[src/rtl/ysyx_23060332_wbu.sv]
// Write-back unit: arbitrates EXU/LSU results onto a registered register-file write port
// and tracks pending writes per register for RAW hazard detection. Bypass: YSYX_23060332_WBU_BYPASS_EN.
module ysyx_23060332_wbu #(
  parameter int SB_W = 2
) (
  input  logic        clk,
  input  logic        rst_n,
  input  logic        issue_valid,
  input  logic [4:0]  issue_rd,
  output logic        issue_ready,
  input  logic        exu_valid,
  output logic        exu_ready,
  input  logic [4:0]  exu_rd,
  input  logic [31:0] exu_data,
  input  logic        lsu_valid,
  output logic        lsu_ready,
  input  logic [4:0]  lsu_rd,
  input  logic [31:0] lsu_data,
  output logic [4:0]  waddr,
  output logic [31:0] wdata,
  output logic        reg_wen,
  input  logic [4:0]  raddr1,
  input  logic [4:0]  raddr2,
  output logic        hazard1,
  output logic        hazard2,
`ifdef YSYX_23060332_WBU_BYPASS_EN
  output logic        fwd_valid1,
  output logic        fwd_valid2,
  output logic [31:0] fwd_data1,
  output logic [31:0] fwd_data2,
`endif
  output logic        sb_err
);

  typedef enum logic {EMPTY, HELD} state_e;

  state_e            state_q, state_d;
  logic [4:0]        hold_rd_q, hold_rd_d;
  logic [31:0]       hold_data_q, hold_data_d;
  logic [4:0]        waddr_q, waddr_d;
  logic [31:0]       wdata_q, wdata_d;
  logic              reg_wen_q, reg_wen_d;
  logic              sb_err_q, sb_err_d;
  logic [SB_W-1:0]   cnt_q [32];
  logic [SB_W-1:0]   cnt_d [32];

  logic exu_fire, lsu_fire, issue_fire;

  assign exu_ready  = (state_q == EMPTY) && rst_n;
  assign lsu_ready  = (state_q == EMPTY) && rst_n;
  assign exu_fire   = exu_valid && exu_ready;
  assign lsu_fire   = lsu_valid && lsu_ready;

  // A write retiring this cycle frees a slot, so a saturated counter may still accept.
  assign issue_ready = (cnt_q[issue_rd] != '1) || (reg_wen_q && (waddr_q == issue_rd));
  assign issue_fire  = issue_valid && issue_ready && (issue_rd != 5'd0);

  always_comb begin
    state_d     = state_q;
    hold_rd_d   = hold_rd_q;
    hold_data_d = hold_data_q;
    waddr_d     = waddr_q;
    wdata_d     = wdata_q;
    reg_wen_d   = 1'b0;
    case (state_q)
      HELD: begin
        state_d   = EMPTY;
        waddr_d   = hold_rd_q;
        wdata_d   = hold_data_q;
        reg_wen_d = (hold_rd_q != 5'd0);
      end
      default: begin
        if (lsu_fire) begin
          waddr_d   = lsu_rd;
          wdata_d   = lsu_data;
          reg_wen_d = (lsu_rd != 5'd0);
          if (exu_fire) begin
            state_d     = HELD;
            hold_rd_d   = exu_rd;
            hold_data_d = exu_data;
          end
        end else if (exu_fire) begin
          waddr_d   = exu_rd;
          wdata_d   = exu_data;
          reg_wen_d = (exu_rd != 5'd0);
        end
      end
    endcase
  end

  always_comb begin
    logic inc, dec;
    sb_err_d = sb_err_q;
    cnt_d[0] = '0;
    for (int unsigned r = 1; r < 32; r++) begin
      inc      = issue_fire && (issue_rd == 5'(r));
      dec      = reg_wen_q && (waddr_q == 5'(r));
      cnt_d[r] = cnt_q[r];
      if (inc && !dec) begin
        cnt_d[r] = cnt_q[r] + SB_W'(1);
      end else if (dec && !inc) begin
        if (cnt_q[r] == '0) sb_err_d = 1'b1;
        else                cnt_d[r] = cnt_q[r] - SB_W'(1);
      end
    end
  end

  always_ff @(posedge clk) begin
    if (!rst_n) begin
      state_q     <= EMPTY;
      hold_rd_q   <= '0;
      hold_data_q <= '0;
      waddr_q     <= '0;
      wdata_q     <= '0;
      reg_wen_q   <= 1'b0;
      sb_err_q    <= 1'b0;
      cnt_q       <= '{default: '0};
    end else begin
      state_q     <= state_d;
      hold_rd_q   <= hold_rd_d;
      hold_data_q <= hold_data_d;
      waddr_q     <= waddr_d;
      wdata_q     <= wdata_d;
      reg_wen_q   <= reg_wen_d;
      sb_err_q    <= sb_err_d;
      cnt_q       <= cnt_d;
    end
  end

  assign waddr   = waddr_q;
  assign wdata   = wdata_q;
  assign reg_wen = reg_wen_q;
  assign sb_err  = sb_err_q;

`ifdef YSYX_23060332_WBU_BYPASS_EN
  assign fwd_valid1 = reg_wen_q && (waddr_q == raddr1) && (raddr1 != 5'd0);
  assign fwd_valid2 = reg_wen_q && (waddr_q == raddr2) && (raddr2 != 5'd0);
  assign fwd_data1  = wdata_q;
  assign fwd_data2  = wdata_q;
  // The last outstanding write is on the port, so the forwarded value is final.
  assign hazard1 = (cnt_q[raddr1] != '0) && !(fwd_valid1 && (cnt_q[raddr1] == SB_W'(1)));
  assign hazard2 = (cnt_q[raddr2] != '0) && !(fwd_valid2 && (cnt_q[raddr2] == SB_W'(1)));
`else
  assign hazard1 = (cnt_q[raddr1] != '0);
  assign hazard2 = (cnt_q[raddr2] != '0);
`endif

endmodule
[config.mk]
export PLATFORM = sky130hd
export DESIGN_NAME = ysyx_23060332_wbu
export DESIGN_NICKNAME = d
export VERILOG_FILES = /design/src/rtl/ysyx_23060332_wbu.sv
export SDC_FILE = /design/constraint.sdc
export NUM_CORES = 1
export LEC_CHECK = 0
export CAP_MARGIN = 40
export CORE_AREA = 5 5 187 189
export DETAILED_ROUTE_END_ITERATION = 12
export DIE_AREA = 0 0 192 194
export GPL_TIMING_DRIVEN = 0
export RECOVER_POWER = 100
export SYNTH_ARGS = -nofsm -noshare
export SYNTH_HDL_FRONTEND = slang
export SYNTH_SLANG_ARGS = --single-unit
export TNS_END_PERCENT = 5
[constraint.sdc]
create_clock -name clk -period 3 [get_ports clk]
set_input_delay 0.3 -clock clk [delete_from_list [all_inputs] [get_ports clk]]
set_output_delay 0.3 -clock clk [all_outputs]
set_load 0.01 [all_outputs]
==> impl_metrics.yaml <==
worst_hold_path:
  min-delay-path-class: "input pin to flop"
  min_path_cells: 3
floorplanning:
  fp.dieH_um: 194
  io_pins: 138
  die_w_um: 192
  coreArea_sq_um: 33100
  initial_utilization_pct: 29.7
  num_rows: 67
  die_area_sq_um: 37200
synth:
  synth-edff-count: 0
  yosysSeqAreaShare_pct: 28.3
  synth-seq-cells: 139
  syn_nets: 1441
  postSynthAreaPerCell_sq_um: 7.65
  async_reset_ff_share_pct: 0
  syn_inst: 1285
  synth_cell_type_count: 55
  netlist_area_sq_um: 9830
  ys_warn_count: 0
  synth-main-ff-cell: "dfxtp_1"
finish:
  stdcell_count: 1911
  area_growth_pct: 31.9
  drive_above_1_share_pct: 12.6
  diodes: 0
  finalNetCount: 1606
grt:
  grtUsageTotal_pct: 19.1
  grt_pass1_wl_um: 56600
  grt_max_degree: 17
  antenna_found_initial: 2
  grt.overflow.total: 0
  grt_pass1_vias: 9887
cts:
  root_buffer: "clkbuf_16"
  cts_made_buffers: 17
  clock_sinks: 139
  cts_tree: "yes"
  insertion_delay_ns: 0.45
  clockBufferDepth: 2
  clkTransAtPathRegs_ns: 0.08
  cts_max_level: 4
  ctsHoldBuffers: 0
detailed_routing:
  wire_per_inst_um: 18.8
  drt-vias-per-instance: 5.21
  num_vias: 9965
  drtAntennaViolNets: 0
  drt_first_pass_iters: 7
  drcViolationCount: 0
  routed_wirelength_um: 36000
  drt_iter0_drc: 734
setup_path:
  crit_buf_inv: 1
  crit_arrival_ns: 3.41
  slowest_stage: "mux4_2"
  crit_chain: "mux4_2, a22o_1, o2111a_2, buf_6, or3_4, ha_4, nor4b_4, nor4_4, nand4_1, o21a_1"
  worst_setup_path_start_kind: "flop"
  cp.required_ns: 3.33
  cp_max_fo: 6
  crit_family: "simple AND/OR/NAND/NOR gates"
  ff2ff_path_depth: 10
  critPathKind: "flop to flop"
  path_depth: 10
  critPathMaxStageDelay_ns: 0.51
  cp-end-kind: "flop"
placed_design:
  dp_cells: 1866
  place_congestion: 0.925
  place_ws_ns: -1.41
  port_buffers: 131
  dp_hpwl_um: 27700
power_and_ir_drop:
  internal_power_uw: 3350
  p_sw_share_pct: 30.2
  ir_drop_v: 0.000420
  switchingPower_uw: 1450
  finalPower_uw: 4800
  power_leakage_uw: 0.00484
  seqPwrFrac_pct: 40.3
  p_comb_share_pct: 15.4
  powerDensity_nw_per_um2: 371
  clkPwrFrac_pct: 44.3
sta:
  tns_ns: -0.0712
  setup_violations: 1
  finalClockSkew_ns: 0.0159
  period_share_pct: 102
  rsz0062_at_grt: "true"
  fmax_mhz: 326
  worst_pin_slew_ns: 0.918
  holdWs_ns: 0.440
  hold_viol: 0
  timing.final.crit_period_ns: 3.07
  timing.final.max_slew_violations: 0
  relSlewSlack_pct: 38.3
  timing.final.ws_setup_ns: -0.0712
outcome:
  status: "finished with violations"
  violations: "setup timing"
job:
  drv_cap: 0
-- metal layers --
| metal | up-vias | track usage, % | share of wire [%] |
|---|---|---|---|
| met1 | 4738 | 25.6 | 44 |
| met4 | 0 | 4.09 | 1.4 |
| met5 | - | 0 | 0 |
| li1 | 4848 | - | - |
| met2 | 342 | 31.2 | 46 |
| met3 | 37 | 4.92 | 8.1 |
-- what timing repair did --
item                       in CTS  in global routing
resized for setup              69                 71
pin swaps                      21                 26
buffers inserted                8                  8
setup endpoints to repair      42                 17
-- registers in the layout (all words and copies together), names as in the netlist --
| name | count |
|---|---|
| waddr | 5 |
| reg_wen | 1 |
| hold_rd_q | 5 |
| hold_data_q | 32 |
| state_q | 1 |
| wdata | 32 |
| cnt_q | 62 |
| sb_err | 1 |
-- layout make-up --
class / instances / area (sq um)
plain buffers: 71 / 342
clock buffers: 19 / 443
clock inverters: 13 / 124
fillers: 3439 / 20200
inverters: 38 / 143
multi-input cells: 1036 / 7070
flip-flops and latches: 139 / 2840
well taps: 448 / 561
repair buffers: 147 / 1440
-- final timing paths --
| kind | end | start | slack [ns] |
|---|---|---|---|
| setup / recovery | sb_err$_SDFF_PN0_ | cnt_q[49]$_SDFFE_PN0P_ | -0.07 |
| hold / removal | hold_data_q[3]$_SDFFE_PN0P_ | exu_data[3] | 0.44 |
| setup reg to reg | sb_err$_SDFF_PN0_ | cnt_q[49]$_SDFFE_PN0P_ | -0.07 |
| hold reg to reg | hold_rd_q[2]$_SDFFE_PN0P_ | hold_rd_q[2]$_SDFFE_PN0P_ | 0.46 |
-- power by group through the flow --
stage,logic (uW),clock network (uW),registers (uW)
final,738,2130,1940
after CTS,741,2160,1940
after detailed placement,729,0,1990
after global placement,726,0,1990
after global routing,804,2240,1940
after floorplan,345,0,1990
-- Yosys cell counts (2+ instances only) --
master	count	area (sq um)
inv_1	38	143
o31ai_1	2	15.0
nand3b_1	12	90.1
mux2i_1	37	370
a2111oi_0	4	35.0
a22o_1	3	26.3
or4_1	3	22.5
o311ai_0	4	35.0
dfxtp_1	139	2780
ha_1	62	776
nor4_1	7	43.8
mux4_2	13	293
buf_4	2	15.0
and3_1	4	25.0
a211o_1	2	17.5
a22oi_1	3	22.5
nor2_1	70	263
or3b_2	2	17.5
a21boi_0	137	1030
nor3_1	43	215
buf_2	6	30.0
a211oi_1	11	82.6
nand4b_1	2	17.5
xor2_1	4	35.0
mux2_2	7	78.8
buf_1	5	18.8
nor2b_1	70	438
o21ai_0	139	696
clkbuf_1	53	199
and2_1	2	12.5
nor4b_1	21	184
nand4_1	5	31.3
or3_1	28	175
a31oi_1	3	18.8
buf_6	6	67.6
nor3b_1	32	240
nand2_1	267	1000
nand2b_1	9	56.3
nand3_1	12	60.1
-- cells by family after synthesis --
| kind of cell | Yosys count | synth area share (%) |
|---|---|---|
| adders and majority gates | 62 | 7.90 |
| muxes | 57 | 7.55 |
| DFF | 139 | 28.3 |
| xor gates and xnor gates | 5 | 0.446 |
| buffers and inverters | 110 | 4.81 |
| and+or+nand+nor | 593 | 29.8 |
| AOI/OAI and AO/OA | 319 | 21.2 |
-- worst min-delay path, delay by kind of cell --
family,cells,cell delay (ns)
compound gates,1,0.06
simple gates,1,0.06
buf+inv,1,0.42
-- layout by cell type, fill, tap and decap left out, types with 23 or more instances in the layout --
cell             netlist  final
nand2_1              267    267
o21ai_0              139    139
a21boi_0             137    135
dfxtp_1              139    112
clkdlybuf4s50_1        0     90
nor2b_1               70     70
nor2_1                70     70
clkbuf_1              53     52
ha_1                  62     41
inv_1                 38     38
nor3_1                43     38
dlygate4sd3_1          0     38
mux2i_1               37     37
nor3b_1               32     29
or3_1                 28     23
-- stage by stage --
stage	utilization, %	area (sq um)
final	39.1	13000
after global routing	39.1	13000
after CTS	38.0	12600
after detailed placement	35.4	11700
after global placement	35.3	11700
after floorplan	-	9830
(Power assumes the default switching activity.)
